==> src/rtl/lsu_ctrl.sv <==
// Load/store sequencer: turns MemRead/MemWrite into a req/gnt/rvalid data-memory
// access, aligning store data, extending load data and reporting exceptions.
module lsu_ctrl #(
    parameter int TIMEOUT_CYCLES = 16
) (
    input  logic        i_clk,
    input  logic        i_rst_n,
    input  logic        i_MemRead,
    input  logic        i_MemWrite,
    input  logic [2:0]  i_funct3,
    input  logic [31:0] i_addr,
    input  logic [31:0] i_wdata,
    output logic        o_stall,
    output logic [31:0] o_rdata,
    output logic        o_rdata_valid,
    output logic [1:0]  o_exc,
    output logic        o_dmem_req,
    output logic        o_dmem_we,
    output logic [3:0]  o_dmem_be,
    output logic [31:0] o_dmem_addr,
    output logic [31:0] o_dmem_wdata,
    input  logic        i_dmem_gnt,
    input  logic        i_dmem_rvalid,
    input  logic [31:0] i_dmem_rdata
);

    typedef enum logic [1:0] {IDLE, REQ, RSP, DONE} state_t;

    localparam logic [1:0] EXC_NONE     = 2'b00;
    localparam logic [1:0] EXC_MISALIGN = 2'b01;
    localparam logic [1:0] EXC_TIMEOUT  = 2'b10;
    localparam logic [1:0] EXC_ILLEGAL  = 2'b11;
    localparam logic [7:0] LAST_COUNT   = 8'(TIMEOUT_CYCLES - 1);

    state_t      state;
    state_t      state_next;
    logic [7:0]  count;
    logic [31:0] addr_q;
    logic [31:0] wdata_q;
    logic [31:0] rdata_q;
    logic        we_q;
    logic [3:0]  be_q;
    logic [2:0]  funct3_q;
    logic [1:0]  off_q;
    logic [1:0]  exc_q;

    logic        request;
    logic        illegal;
    logic        misaligned;
    logic        timeout_hit;
    logic [3:0]  be_new;
    logic [31:0] wdata_new;
    logic [7:0]  lane_byte;
    logic [15:0] lane_half;
    logic [31:0] load_ext;

    assign request     = i_MemRead | i_MemWrite;
    assign timeout_hit = (count == LAST_COUNT);

    always_comb begin
        illegal = i_MemRead & i_MemWrite;
        case (i_funct3)
            3'b011, 3'b110, 3'b111: illegal = 1'b1;
            3'b100, 3'b101:         if (i_MemWrite) illegal = 1'b1;
            default:                ;
        endcase
        misaligned = ((i_funct3[1:0] == 2'b01) && i_addr[0]) ||
                     ((i_funct3[1:0] == 2'b10) && (i_addr[1:0] != 2'b00));
    end

    // Store data is replicated across lanes so the byte enables alone pick the target.
    always_comb begin
        be_new    = 4'b1111;
        wdata_new = i_wdata;
        case (i_funct3[1:0])
            2'b00: begin
                be_new    = 4'b0001 << i_addr[1:0];
                wdata_new = {4{i_wdata[7:0]}};
            end
            2'b01: begin
                be_new    = 4'b0011 << i_addr[1:0];
                wdata_new = {2{i_wdata[15:0]}};
            end
            default: ;
        endcase
    end

    always_comb begin
        lane_byte = i_dmem_rdata[{off_q, 3'b000} +: 8];
        lane_half = off_q[1] ? i_dmem_rdata[31:16] : i_dmem_rdata[15:0];
        case (funct3_q)
            3'b000:  load_ext = {{24{lane_byte[7]}}, lane_byte};
            3'b100:  load_ext = {24'd0, lane_byte};
            3'b001:  load_ext = {{16{lane_half[15]}}, lane_half};
            3'b101:  load_ext = {16'd0, lane_half};
            default: load_ext = i_dmem_rdata;
        endcase
    end

    always_ff @(posedge i_clk) begin
        if (!i_rst_n) state <= IDLE;
        else          state <= state_next;
    end

    always_comb begin
        state_next = state;
        o_stall    = 1'b0;
        case (state)
            IDLE: begin
                if (request) begin
                    o_stall    = 1'b1;
                    state_next = (illegal || misaligned) ? DONE : REQ;
                end
            end
            REQ: begin
                o_stall = 1'b1;
                if (i_dmem_gnt)       state_next = we_q ? DONE : RSP;
                else if (timeout_hit) state_next = DONE;
            end
            RSP: begin
                o_stall = 1'b1;
                if (i_dmem_rvalid || timeout_hit) state_next = DONE;
            end
            DONE:    state_next = IDLE;
            default: state_next = IDLE;
        endcase
    end

    // The timeout counter spans REQ and RSP together; a gnt/rvalid on the last count wins.
    always_ff @(posedge i_clk) begin
        if (!i_rst_n) begin
            count    <= 8'd0;
            addr_q   <= 32'd0;
            wdata_q  <= 32'd0;
            rdata_q  <= 32'd0;
            we_q     <= 1'b0;
            be_q     <= 4'd0;
            funct3_q <= 3'd0;
            off_q    <= 2'd0;
            exc_q    <= EXC_NONE;
        end else begin
            case (state)
                IDLE: begin
                    if (request) begin
                        count    <= 8'd0;
                        addr_q   <= {i_addr[31:2], 2'b00};
                        we_q     <= i_MemWrite;
                        be_q     <= i_MemWrite ? be_new : 4'd0;
                        wdata_q  <= i_MemWrite ? wdata_new : 32'd0;
                        funct3_q <= i_funct3;
                        off_q    <= i_addr[1:0];
                        exc_q    <= illegal    ? EXC_ILLEGAL  :
                                    misaligned ? EXC_MISALIGN : EXC_NONE;
                    end
                end
                REQ: begin
                    count <= count + 8'd1;
                    if (!i_dmem_gnt && timeout_hit) exc_q <= EXC_TIMEOUT;
                end
                RSP: begin
                    count <= count + 8'd1;
                    if (i_dmem_rvalid)    rdata_q <= load_ext;
                    else if (timeout_hit) exc_q   <= EXC_TIMEOUT;
                end
                default: ;
            endcase
        end
    end

    assign o_dmem_req    = (state == REQ);
    assign o_dmem_we     = o_dmem_req & we_q;
    assign o_dmem_be     = o_dmem_req ? be_q    : 4'd0;
    assign o_dmem_addr   = o_dmem_req ? addr_q  : 32'd0;
    assign o_dmem_wdata  = o_dmem_req ? wdata_q : 32'd0;
    assign o_exc         = (state == DONE) ? exc_q : EXC_NONE;
    assign o_rdata_valid = (state == DONE) && !we_q && (exc_q == EXC_NONE);
    assign o_rdata       = rdata_q;

endmodule

==> config.mk <==
export PLATFORM = sky130hd
export DESIGN_NAME = lsu_ctrl
export DESIGN_NICKNAME = d
export VERILOG_FILES = /design/src/rtl/lsu_ctrl.sv
export SDC_FILE = /design/constraint.sdc
export NUM_CORES = 1
export LEC_CHECK = 0
export BUFFER_PORTS_ARGS = -buffer_cell sky130_fd_sc_hd__buf_2
export CORE_ASPECT_RATIO = 0.8
export CORE_MARGIN = 5
export CORE_UTILIZATION = 45
export DETAILED_ROUTE_END_ITERATION = 10
export GPL_TIMING_DRIVEN = 0
export MAX_ROUTING_LAYER = met4
export PLACE_DENSITY_LB_ADDON = 0.08
export SLEW_MARGIN = 25
export SYNTH_ARGS = -nofsm -noshare
export SYNTH_HDL_FRONTEND = slang
export SYNTH_SLANG_ARGS = --single-unit
==> constraint.sdc <==
create_clock -name i_clk -period 2.8 [get_ports i_clk]
set_clock_uncertainty 0.05 [all_clocks]
set_input_delay 0.14 -clock i_clk [delete_from_list [all_inputs] [get_ports i_clk]]
set_output_delay 0.14 -clock i_clk [all_outputs]
set_load 0.1 [all_outputs]
==> impl_metrics.py <==
metrics = {
    "logic_synthesis": {
        "async_flop_share": 0,
        "yosysTopAreaCell": "dfxtp_1",
        "synth_common_cells": "nand2_1 (130), dfxtp_1 (116), and2_1 (70), a21boi_0 (52), clkbuf_1 (42)",
        "ys_dominant_reg_cell": "dfxtp_1",
        "netlist.area_leader.share": 0.3939,
        "synth_edf_count": 0,
        "ys_top_cells_by_area": "dfxtp_1 (39%), nand2_1 (8.3%), and2_1 (7.4%)",
        "netlist_instances": 716,
        "synth_most_common_cell": "nand2_1",
        "synth_cell_types": 49,
        "netlist_area_um2": 5896,
        "synth_seq_area_share": 0.3939,
        "synth-seq-cells": 116,
        "postSynthAreaPerCell_um2": 8.234,
        "synth_warnings": 0,
    },
    "clocking": {
        "cts.sinks": 116,
        "path_clk_slew_ns": 0.05,
        "root_buffer": "clkbuf_16",
        "htree_levels": 4,
        "cts_setup_buffers": 0,
        "worstSkewPairLatency_ns": 0.41,
        "cts_buffers": 17,
        "clock_path_buffers": 2,
        "cts_tree": "built",
    },
    "floorplanning": {
        "initial_core_util": 0.4581,
        "core_um2": 12870,
        "row_count": 37,
        "die_x_um": 138.0,
        "die-height_um": 112.4,
        "num_io_pins": 211,
        "die_area_um2": 15500,
    },
    "timing": {
        "fin_setup_tns_ns": 0,
        "hold_viol": 0,
        "hold_slack_ns": 0.02347,
        "setup_slack_ns": 0.1731,
        "slew_headroom": 0.3275,
        "final.min_clock_period_ns": 2.627,
        "maxSlewViolCount": 0,
        "timing.final.crit_share": 0.9382,
        "worst_pin_slew_ns": 1.000,
        "finalSetupViolCount": 0,
        "fmax_mhz": 380.7,
    },
    "setup_path": {
        "endpoint": "o_dmem_wdata[24]",
        "crit_start": "state[1]$_SDFFE_PN0P_",
        "end_kind": "output pin",
        "path_class": "flip-flop to output pin",
        "critPathMaxFanout": 10,
        "cp.required_ns": 2.61,
        "critPathMaxStageDelay_ns": 0.43,
        "critPathArrivalTime_ns": 2.44,
        "slowest_stage": "buf_2",
        "cpMostUsedCell": "buf_2",
        "startpoint_type": "flip-flop",
        "crit_chain": "inv_1 -> ha_1 -> buf_2 -> clkbuf_2 -> and2_1 -> buf_2",
        "r2r_start": "state[0]$_SDFFE_PN0P_",
        "rr_endpoint": "addr_q[17]$_SDFFE_PN0P_",
        "r2r_cells": 8,
        "rrSetupSlack_ns": 0.58,
    },
    "layout": {
        "nets": 1103,
        "utilization": 0.6426,
        "area_delta_synth_final_pct": 40.28,
        "drive_gt1_frac": 0.2854,
    },
    "power_and_ir_drop": {
        "leakage_nw": 3.623,
        "powerDensity_nw_per_um2": 942.1,
        "peakVddDrop_v": 0.0005864,
    },
    "route": {
        "routed_wl_um": 19330,
        "drtAntennaViolNets": 0,
        "drt-initial-drc-count": 423,
        "post_drt_wl_per_cell_um": 16.41,
        "vias": 6122,
        "drc": 0,
        "routed_via_density": 5.197,
        "drt_first_pass_iters": 5,
    },
    "hold_path": {
        "min_path_type": "input pin to flip-flop",
    },
    "grt": {
        "grt_max_degree": 17,
        "grt_pass1_wl_um": 30410,
        "grt_overflow": 0,
        "grtUsageTotal": 0.2545,
        "first_global_vias": 6148,
        "antenna_found_initial": 1,
    },
    "placement": {
        "dp_hpwl_um": 14130,
        "place.gp.congestion": 0.9068,
        "portBuffers": 206,
        "dp_slack_ns": 0.3057,
    },
    "status": {
        "status": "completed",
    },
    "flow_run": {
        "max_cap_viol_count": 0,
    },
}
-- metal layers --
metal | up-vias | track usage | wire length [um] | part of all wire
met3 | 26 | 0.05511 | 1350 | 0.070
met1 | 2851 | 0.3285 | 8748 | 0.45
li1 | 3002 | - | - | -
met5 | - | - | 0 | 0
met2 | 243 | 0.4031 | 8953 | 0.46
met4 | 0 | 0.07110 | 278 | 0.014
-- final cells by class --
class	count	area, um^2
Clock inverter	4	20.02
Antenna cell	1	2.502
Inverter	10	37.54
Timing Repair Buffer	256	1589
Fill cell	1126	4599
Buffer	56	239.0
Tap cell	175	219.0
Multi-Input combinational cell	534	3312
Sequential cell	116	2322
Clock buffer	26	529.3
-- power breakdown --
part | leakage, nW | total (mW) | internal (mW) | switching, mW
Combinational | 2.40 | 3.62 | 0.875 | 2.74
Clock | 0.278 | 2.01 | 1.28 | 0.729
Sequential | 0.949 | 2.17 | 1.98 | 0.186
-- through the flow --
step	total power [mW]	instances	cell area, um^2
global route	8.195	1178	8270
finish	7.791	1178	8270
CTS	7.807	1178	8237
detailed placement	5.708	1098	7161
global placement	5.633	1098	7161
floorplan	4.942	717	5911
-- placed cells by master, fill, tap and decap left out, types with 24 or more instances in the layout --
cell,instances
buf_2,192
dlygate4sd3_1,50
a22oi_1,24
nor2b_1,27
o21ai_0,37
a21oi_1,32
nand2_1,130
dfxtp_1,116
a21boi_0,52
clkbuf_1,41
and2_1,70
mux2_2,28
-- registers in the layout (all words and copies together), names as in the netlist, 3 cells and up --
signal and count:
addr_q 30, be_q 4, count 8, funct3_q 3
o_rdata 32, wdata_q 32
-- cells by family after synthesis --
| group | synth area share |
|---|---|
| adders and majority gates | 0.01486 |
| other | 0.0006361 |
| buffers and inverters | 0.04690 |
| xor gates and xnor gates | 0.01189 |
| muxes | 0.08234 |
| AOI/OAI and AO/OA | 0.1995 |
| DFF | 0.3939 |
| and+or+nand+nor | 0.2500 |
-- repair_timing --
item,in CTS,in global routing
cloned,0,0
endpoints found under the hold margin,50,0
endpoints found under the setup margin,39,15
gates resized for setup,12,14
hold buffers,50,0
pin swaps,0,0
-- worst min path at each step --
stage               startpoint                      end  slack (ns)  depth (start not counted)
detailed placement   i_addr[6]   addr_q[6]$_SDFFE_PN0P_        0.35                          3
floorplan           i_addr[10]  addr_q[10]$_SDFFE_PN0P_        0.23                          2
finish              i_wdata[3]  wdata_q[3]$_SDFFE_PN0P_        0.02                          3
global route        i_wdata[6]  wdata_q[6]$_SDFFE_PN0P_        0.05                          3
global placement    i_addr[23]  addr_q[23]$_SDFFE_PN0P_        0.34                          3
CTS                 i_wdata[7]  wdata_q[7]$_SDFFE_PN0P_       0.002                          3
-- worst max-delay path: cells and delay by family (launching register included) --
family                     cells  cell delay, ns
and+or+nand+nor                1            0.18
adders and majority gates      1            0.38
DFF                            1            0.36
buffers and inverters          4            1.10
Power figures use the tool's default switching activity.
